`src/rtl/br_flag_unit_pkg.sv`:
```
// Shared types for the branch/flag unit: condition codes, FSM states, flag bit positions.
package br_flag_unit_pkg;

   // Branch condition encoding shared with the decoder
   typedef enum logic [2:0] {
      CcNeq    = 3'b000,
      CcEq     = 3'b001,
      CcGt     = 3'b010,
      CcLt     = 3'b011,
      CcGte    = 3'b100,
      CcLte    = 3'b101,
      CcOvfl   = 3'b110,
      CcUncond = 3'b111
   } br_cc_e;

   typedef enum logic {
      StIdle  = 1'b0,
      StFlush = 1'b1
   } br_state_e;

   // Bit positions inside the {Z,V,N} flag vector
   localparam int unsigned FlagZ = 2;
   localparam int unsigned FlagV = 1;
   localparam int unsigned FlagN = 0;

   // Flush countdown only needs to hold FLUSH_CYC-1, with FLUSH_CYC at most 3
   localparam int unsigned FlushCntW = 2;

endpackage

```
`src/rtl/br_flag_unit_flag_reg.sv`:
```
// Architectural Z/V/N register with the EX-stage bypass used by branch evaluation.
module br_flag_unit_flag_reg
   import br_flag_unit_pkg::*;
(
   input  logic       clk,
   input  logic       rst_n,
   input  logic       stall_i,
   input  logic       zr_i,
   input  logic       ov_i,
   input  logic       neg_i,
   input  logic       we_all_i,
   input  logic       we_zn_i,
   output logic [2:0] flags_o,
   output logic [2:0] eff_flags_o
);

   logic [2:0] flags_q, flags_d;
   logic [2:0] eff_flags;

   // Apply this cycle's update to the current register; we_all wins when both are set
   always_comb begin
      eff_flags = flags_q;
      if (we_all_i) begin
         eff_flags = {zr_i, ov_i, neg_i};
      end else if (we_zn_i) begin
         eff_flags[FlagZ] = zr_i;
         eff_flags[FlagN] = neg_i;
      end
      flags_d = stall_i ? flags_q : eff_flags;
   end

   // Flag register state
   always_ff @(posedge clk or negedge rst_n) begin
      if (!rst_n) begin
         flags_q <= 3'b000;
      end else begin
         flags_q <= flags_d;
      end
   end

   assign flags_o     = flags_q;
   assign eff_flags_o = eff_flags;

endmodule

```
`src/rtl/br_flag_unit.sv`:
```
// Branch resolution against the ALU flags: condition mux, take/flush FSM, statistics.
module br_flag_unit
   import br_flag_unit_pkg::*;
#(
   parameter int unsigned FLUSH_CYC = 1,
   parameter int unsigned CNT_W     = 16
) (
   input  logic             clk,
   input  logic             rst_n,
   input  logic             stall,
   input  logic             zr,
   input  logic             ov,
   input  logic             neg,
   input  logic             flg_we_all,
   input  logic             flg_we_zn,
   input  logic             br_vld,
   input  logic [2:0]       br_cc,
   output logic             br_take,
   output logic             flush_IF_ID,
   output logic [2:0]       flags,
   output logic [CNT_W-1:0] taken_cnt,
   output logic [CNT_W-1:0] ntaken_cnt
);

   localparam logic [FlushCntW-1:0] FlushInit = FlushCntW'(FLUSH_CYC - 1);

   logic [2:0]           eff_flags;
   logic                 cond_true;
   br_state_e            state_q, state_d;
   logic [FlushCntW-1:0] cnt_q, cnt_d;
   logic                 take_q, take_d;
   logic                 flush_q, flush_d;
   logic [CNT_W-1:0]     taken_q, taken_d;
   logic [CNT_W-1:0]     ntaken_q, ntaken_d;
   logic                 take_evt, ntake_evt;

   br_flag_unit_flag_reg u_flag_reg (
      .clk         (clk),
      .rst_n       (rst_n),
      .stall_i     (stall),
      .zr_i        (zr),
      .ov_i        (ov),
      .neg_i       (neg),
      .we_all_i    (flg_we_all),
      .we_zn_i     (flg_we_zn),
      .flags_o     (flags),
      .eff_flags_o (eff_flags)
   );

   // Condition mux on the bypassed flags so a branch sees its predecessor's result
   always_comb begin
      cond_true = 1'b0;
      unique case (br_cc_e'(br_cc))
         CcNeq:    cond_true = !eff_flags[FlagZ];
         CcEq:     cond_true = eff_flags[FlagZ];
         CcGt:     cond_true = !eff_flags[FlagZ] && !eff_flags[FlagN];
         CcLt:     cond_true = eff_flags[FlagN];
         CcGte:    cond_true = !eff_flags[FlagN];
         CcLte:    cond_true = eff_flags[FlagN] || eff_flags[FlagZ];
         CcOvfl:   cond_true = eff_flags[FlagV];
         CcUncond: cond_true = 1'b1;
      endcase
   end

   // Next-state: branches are only evaluated in IDLE; FLUSH counts down wrong-path cycles
   always_comb begin
      state_d   = state_q;
      cnt_d     = cnt_q;
      take_evt  = 1'b0;
      ntake_evt = 1'b0;
      if (!stall) begin
         unique case (state_q)
            StIdle: begin
               if (br_vld) begin
                  if (cond_true) begin
                     take_evt = 1'b1;
                     state_d  = StFlush;
                     cnt_d    = FlushInit;
                  end else begin
                     ntake_evt = 1'b1;
                  end
               end
            end
            StFlush: begin
               if (cnt_q == '0) begin
                  state_d = StIdle;
               end else begin
                  cnt_d = cnt_q - 1'b1;
               end
            end
         endcase
      end
   end

   // Registered outputs: take is a single pulse, flush lasts FLUSH_CYC cycles; both hold on stall
   always_comb begin
      take_d  = take_q;
      flush_d = flush_q;
      if (!stall) begin
         take_d  = take_evt;
         flush_d = take_evt || ((state_q == StFlush) && (cnt_q != '0));
      end
   end

   // Saturating statistics counters
   always_comb begin
      taken_d  = taken_q;
      ntaken_d = ntaken_q;
      if (take_evt && (taken_q != '1)) begin
         taken_d = taken_q + 1'b1;
      end
      if (ntake_evt && (ntaken_q != '1)) begin
         ntaken_d = ntaken_q + 1'b1;
      end
   end

   // State register for FSM, outputs and counters
   always_ff @(posedge clk or negedge rst_n) begin
      if (!rst_n) begin
         state_q  <= StIdle;
         cnt_q    <= '0;
         take_q   <= 1'b0;
         flush_q  <= 1'b0;
         taken_q  <= '0;
         ntaken_q <= '0;
      end else begin
         state_q  <= state_d;
         cnt_q    <= cnt_d;
         take_q   <= take_d;
         flush_q  <= flush_d;
         taken_q  <= taken_d;
         ntaken_q <= ntaken_d;
      end
   end

   assign br_take     = take_q;
   assign flush_IF_ID = flush_q;
   assign taken_cnt   = taken_q;
   assign ntaken_cnt  = ntaken_q;

endmodule

```
`config.mk`:
```
export PLATFORM = sky130hd
export DESIGN_NAME = br_flag_unit
export DESIGN_NICKNAME = d
export VERILOG_FILES = /design/src/rtl/br_flag_unit_pkg.sv /design/src/rtl/br_flag_unit_flag_reg.sv /design/src/rtl/br_flag_unit.sv
export SDC_FILE = /design/constraint.sdc
export NUM_CORES = 1
export LEC_CHECK = 0
export CORE_MARGIN = 1.5
export CORE_UTILIZATION = 30
export DETAILED_ROUTE_END_ITERATION = 7
export PLACE_DENSITY_LB_ADDON = 0.2
export SYNTH_ARGS = -nofsm -noshare
export SYNTH_HDL_FRONTEND = slang
export SYNTH_SLANG_ARGS = --single-unit
```
`constraint.sdc`:
```
create_clock -name clk -period 1.9 [get_ports clk]
set_input_delay 0.475 -clock clk [delete_from_list [all_inputs] [get_ports clk]]
set_output_delay 0.475 -clock clk [all_outputs]
set_load 0.02 [all_outputs]
```
==> flow_results.xml <==
<?xml version="1.0" encoding="UTF-8"?>
<metrics>
  <group name="run_status">
    <metric name="status" unit="">finished, violations left</metric>
    <metric name="failing_checks" unit="">design-rule violations, negative setup slack</metric>
  </group>
  <group name="final_layout">
    <metric name="most_common_library_cell_in_the_layout_ignoring_fill_and_taps" unit="">buf_4</metric>
    <metric name="layout.core_utilization" unit="">0.540</metric>
    <metric name="design.final.nets" unit="">314</metric>
    <metric name="fraction_of_layout_cells_with_a_size_suffix_above_1" unit="">0.407</metric>
    <metric name="num_antenna_cells" unit="">0</metric>
    <metric name="stdcell_count" unit="">377</metric>
    <metric name="most-common-layout-cells" unit="">48 x buf_4, 38 x dfrtp_1, 31 x clkdlybuf4s50_1</metric>
    <metric name="area.growth.synth_to_final" unit="%">71.1</metric>
    <metric name="fin_area" unit="um2">3480</metric>
  </group>
  <group name="synth">
    <metric name="syn-instance-count" unit="">194</metric>
    <metric name="synth_top_area_cell" unit="">dfrtp_1</metric>
    <metric name="synthesis.area" unit="um2">2040</metric>
    <metric name="synth_largest_type_area_fraction" unit="">0.491</metric>
    <metric name="synthDistinctLibCells" unit="">39</metric>
    <metric name="seq_area_frac_synth" unit="">0.491</metric>
    <metric name="synth.yosys.warnings" unit="">0</metric>
    <metric name="syn_area_per_cell" unit="um2">10.5</metric>
    <metric name="synth-seq-cells" unit="">40</metric>
    <metric name="synthTopCellsByArea" unit="">dfrtp_1 49%, xor2_1 7.7%, nand4_1 4.9%</metric>
    <metric name="syn-num-nets" unit="">209</metric>
  </group>
  <group name="critical_path">
    <metric name="setup.worst_path.end_class" unit="">flop</metric>
    <metric name="arrival" unit="ps">2130</metric>
    <metric name="cp.required" unit="ps">2080</metric>
    <metric name="worst_setup_path_start_kind" unit="">flop</metric>
    <metric name="path_class" unit="">reg2reg</metric>
    <metric name="crit_path_max_fanout" unit="">6</metric>
  </group>
  <group name="routing">
    <metric name="postRouteWirelength" unit="um">5480</metric>
    <metric name="drc" unit="">4</metric>
    <metric name="via_per_inst" unit="">4.93</metric>
    <metric name="detail_route.first_pass.iterations" unit="">6</metric>
    <metric name="detail-route-antenna-nets" unit="">0</metric>
    <metric name="dr_total_vias" unit="">1858</metric>
    <metric name="routed_wire_length_per_instance" unit="um">14.5</metric>
    <metric name="dr.first_iter.drc_count" unit="">81</metric>
  </group>
  <group name="global_routing">
    <metric name="grt_max_degree" unit="">24</metric>
    <metric name="first_pass_grt_wire_length" unit="um">8680</metric>
    <metric name="global_route.overflow_total" unit="">0</metric>
    <metric name="antenna_found_initial" unit="">0</metric>
    <metric name="gr-usage-all-layers" unit="">0.152</metric>
    <metric name="first_global_vias" unit="">1797</metric>
  </group>
  <group name="floorplanning">
    <metric name="fp-row-count" unit="">29</metric>
    <metric name="die_area" unit="um2">7290</metric>
    <metric name="die-height" unit="um">85.4</metric>
    <metric name="placeableCoreArea" unit="um2">6460</metric>
    <metric name="chipWidth" unit="um">85.4</metric>
    <metric name="floorplan.initialDensity" unit="">0.315</metric>
    <metric name="count_of_pins_on_the_block_boundary" unit="">49</metric>
  </group>
  <group name="place">
    <metric name="place_ws" unit="ps">-806</metric>
    <metric name="placed_cells" unit="">356</metric>
    <metric name="dpl_cell_area" unit="um2">2930</metric>
    <metric name="routabilityCongestion" unit="">0.794</metric>
    <metric name="detailedPlacementHpwl" unit="um">3700</metric>
    <metric name="port_buffers" unit="">48</metric>
  </group>
  <group name="sta">
    <metric name="worst_clock_skew" unit="ps">5.42</metric>
    <metric name="rsz0062_at_grt" unit="">true</metric>
    <metric name="timing.final.crit_period" unit="ps">1950</metric>
    <metric name="f_max" unit="GHz">0.514</metric>
    <metric name="max_slew.worst_pin.slew" unit="ps">436</metric>
    <metric name="setup_violating_endpoint_count_in_the_final_report" unit="">4</metric>
    <metric name="post-route-worst-setup-slack" unit="ps">-46.3</metric>
    <metric name="slew_headroom" unit="">0.709</metric>
    <metric name="fin_crit_sh" unit="">1.02</metric>
    <metric name="hold-worst-slack" unit="ps">114</metric>
    <metric name="finalMaxSlewViolations" unit="">0</metric>
    <metric name="finalHoldViolCount" unit="">0</metric>
  </group>
  <group name="clock_tree">
    <metric name="number_of_hold_buffers_added_after_cts" unit="">0</metric>
    <metric name="htree_num_levels" unit="">2</metric>
    <metric name="clk_latency" unit="ps">290</metric>
    <metric name="clkSinkCount" unit="">40</metric>
    <metric name="tritoncts.num_buffers" unit="">5</metric>
    <metric name="clock-root-buffer" unit="">clkbuf_8</metric>
    <metric name="tritoncts_clock_tree" unit="">yes</metric>
    <metric name="clkTransAtPathRegs" unit="ps">70</metric>
    <metric name="cts_max_path_buffers" unit="">2</metric>
  </group>
  <group name="worst_hold_path">
    <metric name="worst_hold_path_type" unit="">in2async</metric>
  </group>
  <group name="power_and_ir_drop">
    <metric name="worst_ir_drop_vdd" unit="mV">0.583</metric>
    <metric name="power-per-cell-area" unit="nW/um2">774</metric>
    <metric name="leakage" unit="nW">1.65</metric>
  </group>
  <group name="flow_run">
    <metric name="cap_viol_max_count" unit="">0</metric>
  </group>
</metrics>
routing by layer:
metal,track usage,vias up,wire length (um)
met5,0,-,0
met4,0.0440,0,78
met3,0.0340,7,249
met2,0.234,41,2550
met1,0.215,904,2600
li1,-,906,-
path summary, 6_finish.rpt:
check	startpoint	end	slack, ps	cells past startpoint
worst max register to register	u_flag_reg.flags_o[0]	taken_cnt[1]	-50	7
worst min-delay path	rst_n	u_flag_reg.flags_o[0]	110	1
worst min register to register	cnt_q[0]	cnt_q[0]	470	1
worst max-delay path	u_flag_reg.flags_o[0]	taken_cnt[1]	-50	7
max in group asynchronous	rst_n	br_take	1320	2
min in group clk	cnt_q[0]	cnt_q[0]	470	1
cell families (layout without fill, tap and decap cells):
group	count (synthesis)	after routing	synth area share
AOI/OAI and AO/OA	14	14	0.0571
xor gates and xnor gates	30	30	0.133
adders and majority gates	3	3	0.0184
buffers and inverters	10	116	0.0233
DFF	40	40	0.491
muxes	7	7	0.0375
and+or+nand+nor	90	90	0.240
cell usage after synthesis:
master / instances
a21oi_2: 1
nor3_1: 14
nor3b_1: 2
and3_1: 4
dfrtp_1: 40
nor3b_2: 1
nor4_1: 2
a21o_1: 2
o32ai_1: 1
or3b_2: 1
nor2_2: 1
mux2_1: 1
xnor2_1: 11
nand2_1: 15
a31o_1: 1
buf_6: 1
or3b_1: 1
or4_4: 1
buf_2: 2
xor2_1: 18
o21a_1: 2
a211oi_2: 1
ha_1: 3
nand3_1: 13
and4_1: 2
or3_1: 1
o41ai_2: 1
clkbuf_1: 2
nor2b_1: 1
inv_1: 5
a31o_2: 1
mux2i_1: 2
mux2_2: 4
o31ai_1: 1
nor2_1: 13
xnor2_2: 1
nor4b_1: 2
o21ai_0: 3
nand4_1: 16
final cells by class:
cell class | count | area, um2
Multi-Input combinational cell | 144 | 1340
Inverter | 5 | 18.8
Sequential cell | 40 | 1000
Tap cell | 77 | 96.3
Timing Repair Buffer | 103 | 937
Fill cell | 583 | 2970
Clock buffer | 8 | 90.1
state kept, by name, indices dropped and copies added, names as in the netlist:
register and count:
ntaken_cnt 16, taken_cnt 16, u_flag_reg.flags_o 3, cnt_q 2, br_take 1, flush_IF_ID 1, state_q 1
timing repair:
action / CTS / global route
pin swaps: 16 / 24
resized for setup: 53 / 55
gates cloned: 0 / 0
hold endpoints to repair: 0 / 0
endpoints found under the setup margin: 37 / 37
buffers inserted: 5 / 9
metrics by stage:
step / power, W / TNS (ps)
global route: 0.00286 / -1940
finish: 0.00270 / -102
CTS: 0.00260 / -267
detailed placement: 0.00195 / -25610
floorplan: 0.00145 / -1850
global placement: 0.00193 / -24870
power by group:
part	internal [W]	total, W	switching (W)
combinational	0.000546	0.00103	0.000488
clock	0.000296	0.000592	0.000296
sequential	0.000960	0.00107	0.000112
total	0.00180	0.00270	0.000895
critical path, cell delays in order, from the launching register on:
cell	delay [ps]
dfrtp_1	390
nor3b_4	330
o32ai_2	130
a31o_2	250
a21o_4	220
buf_4	140
nand3_4	70
mux2_4	290
Power figures use the tool's default switching activity.
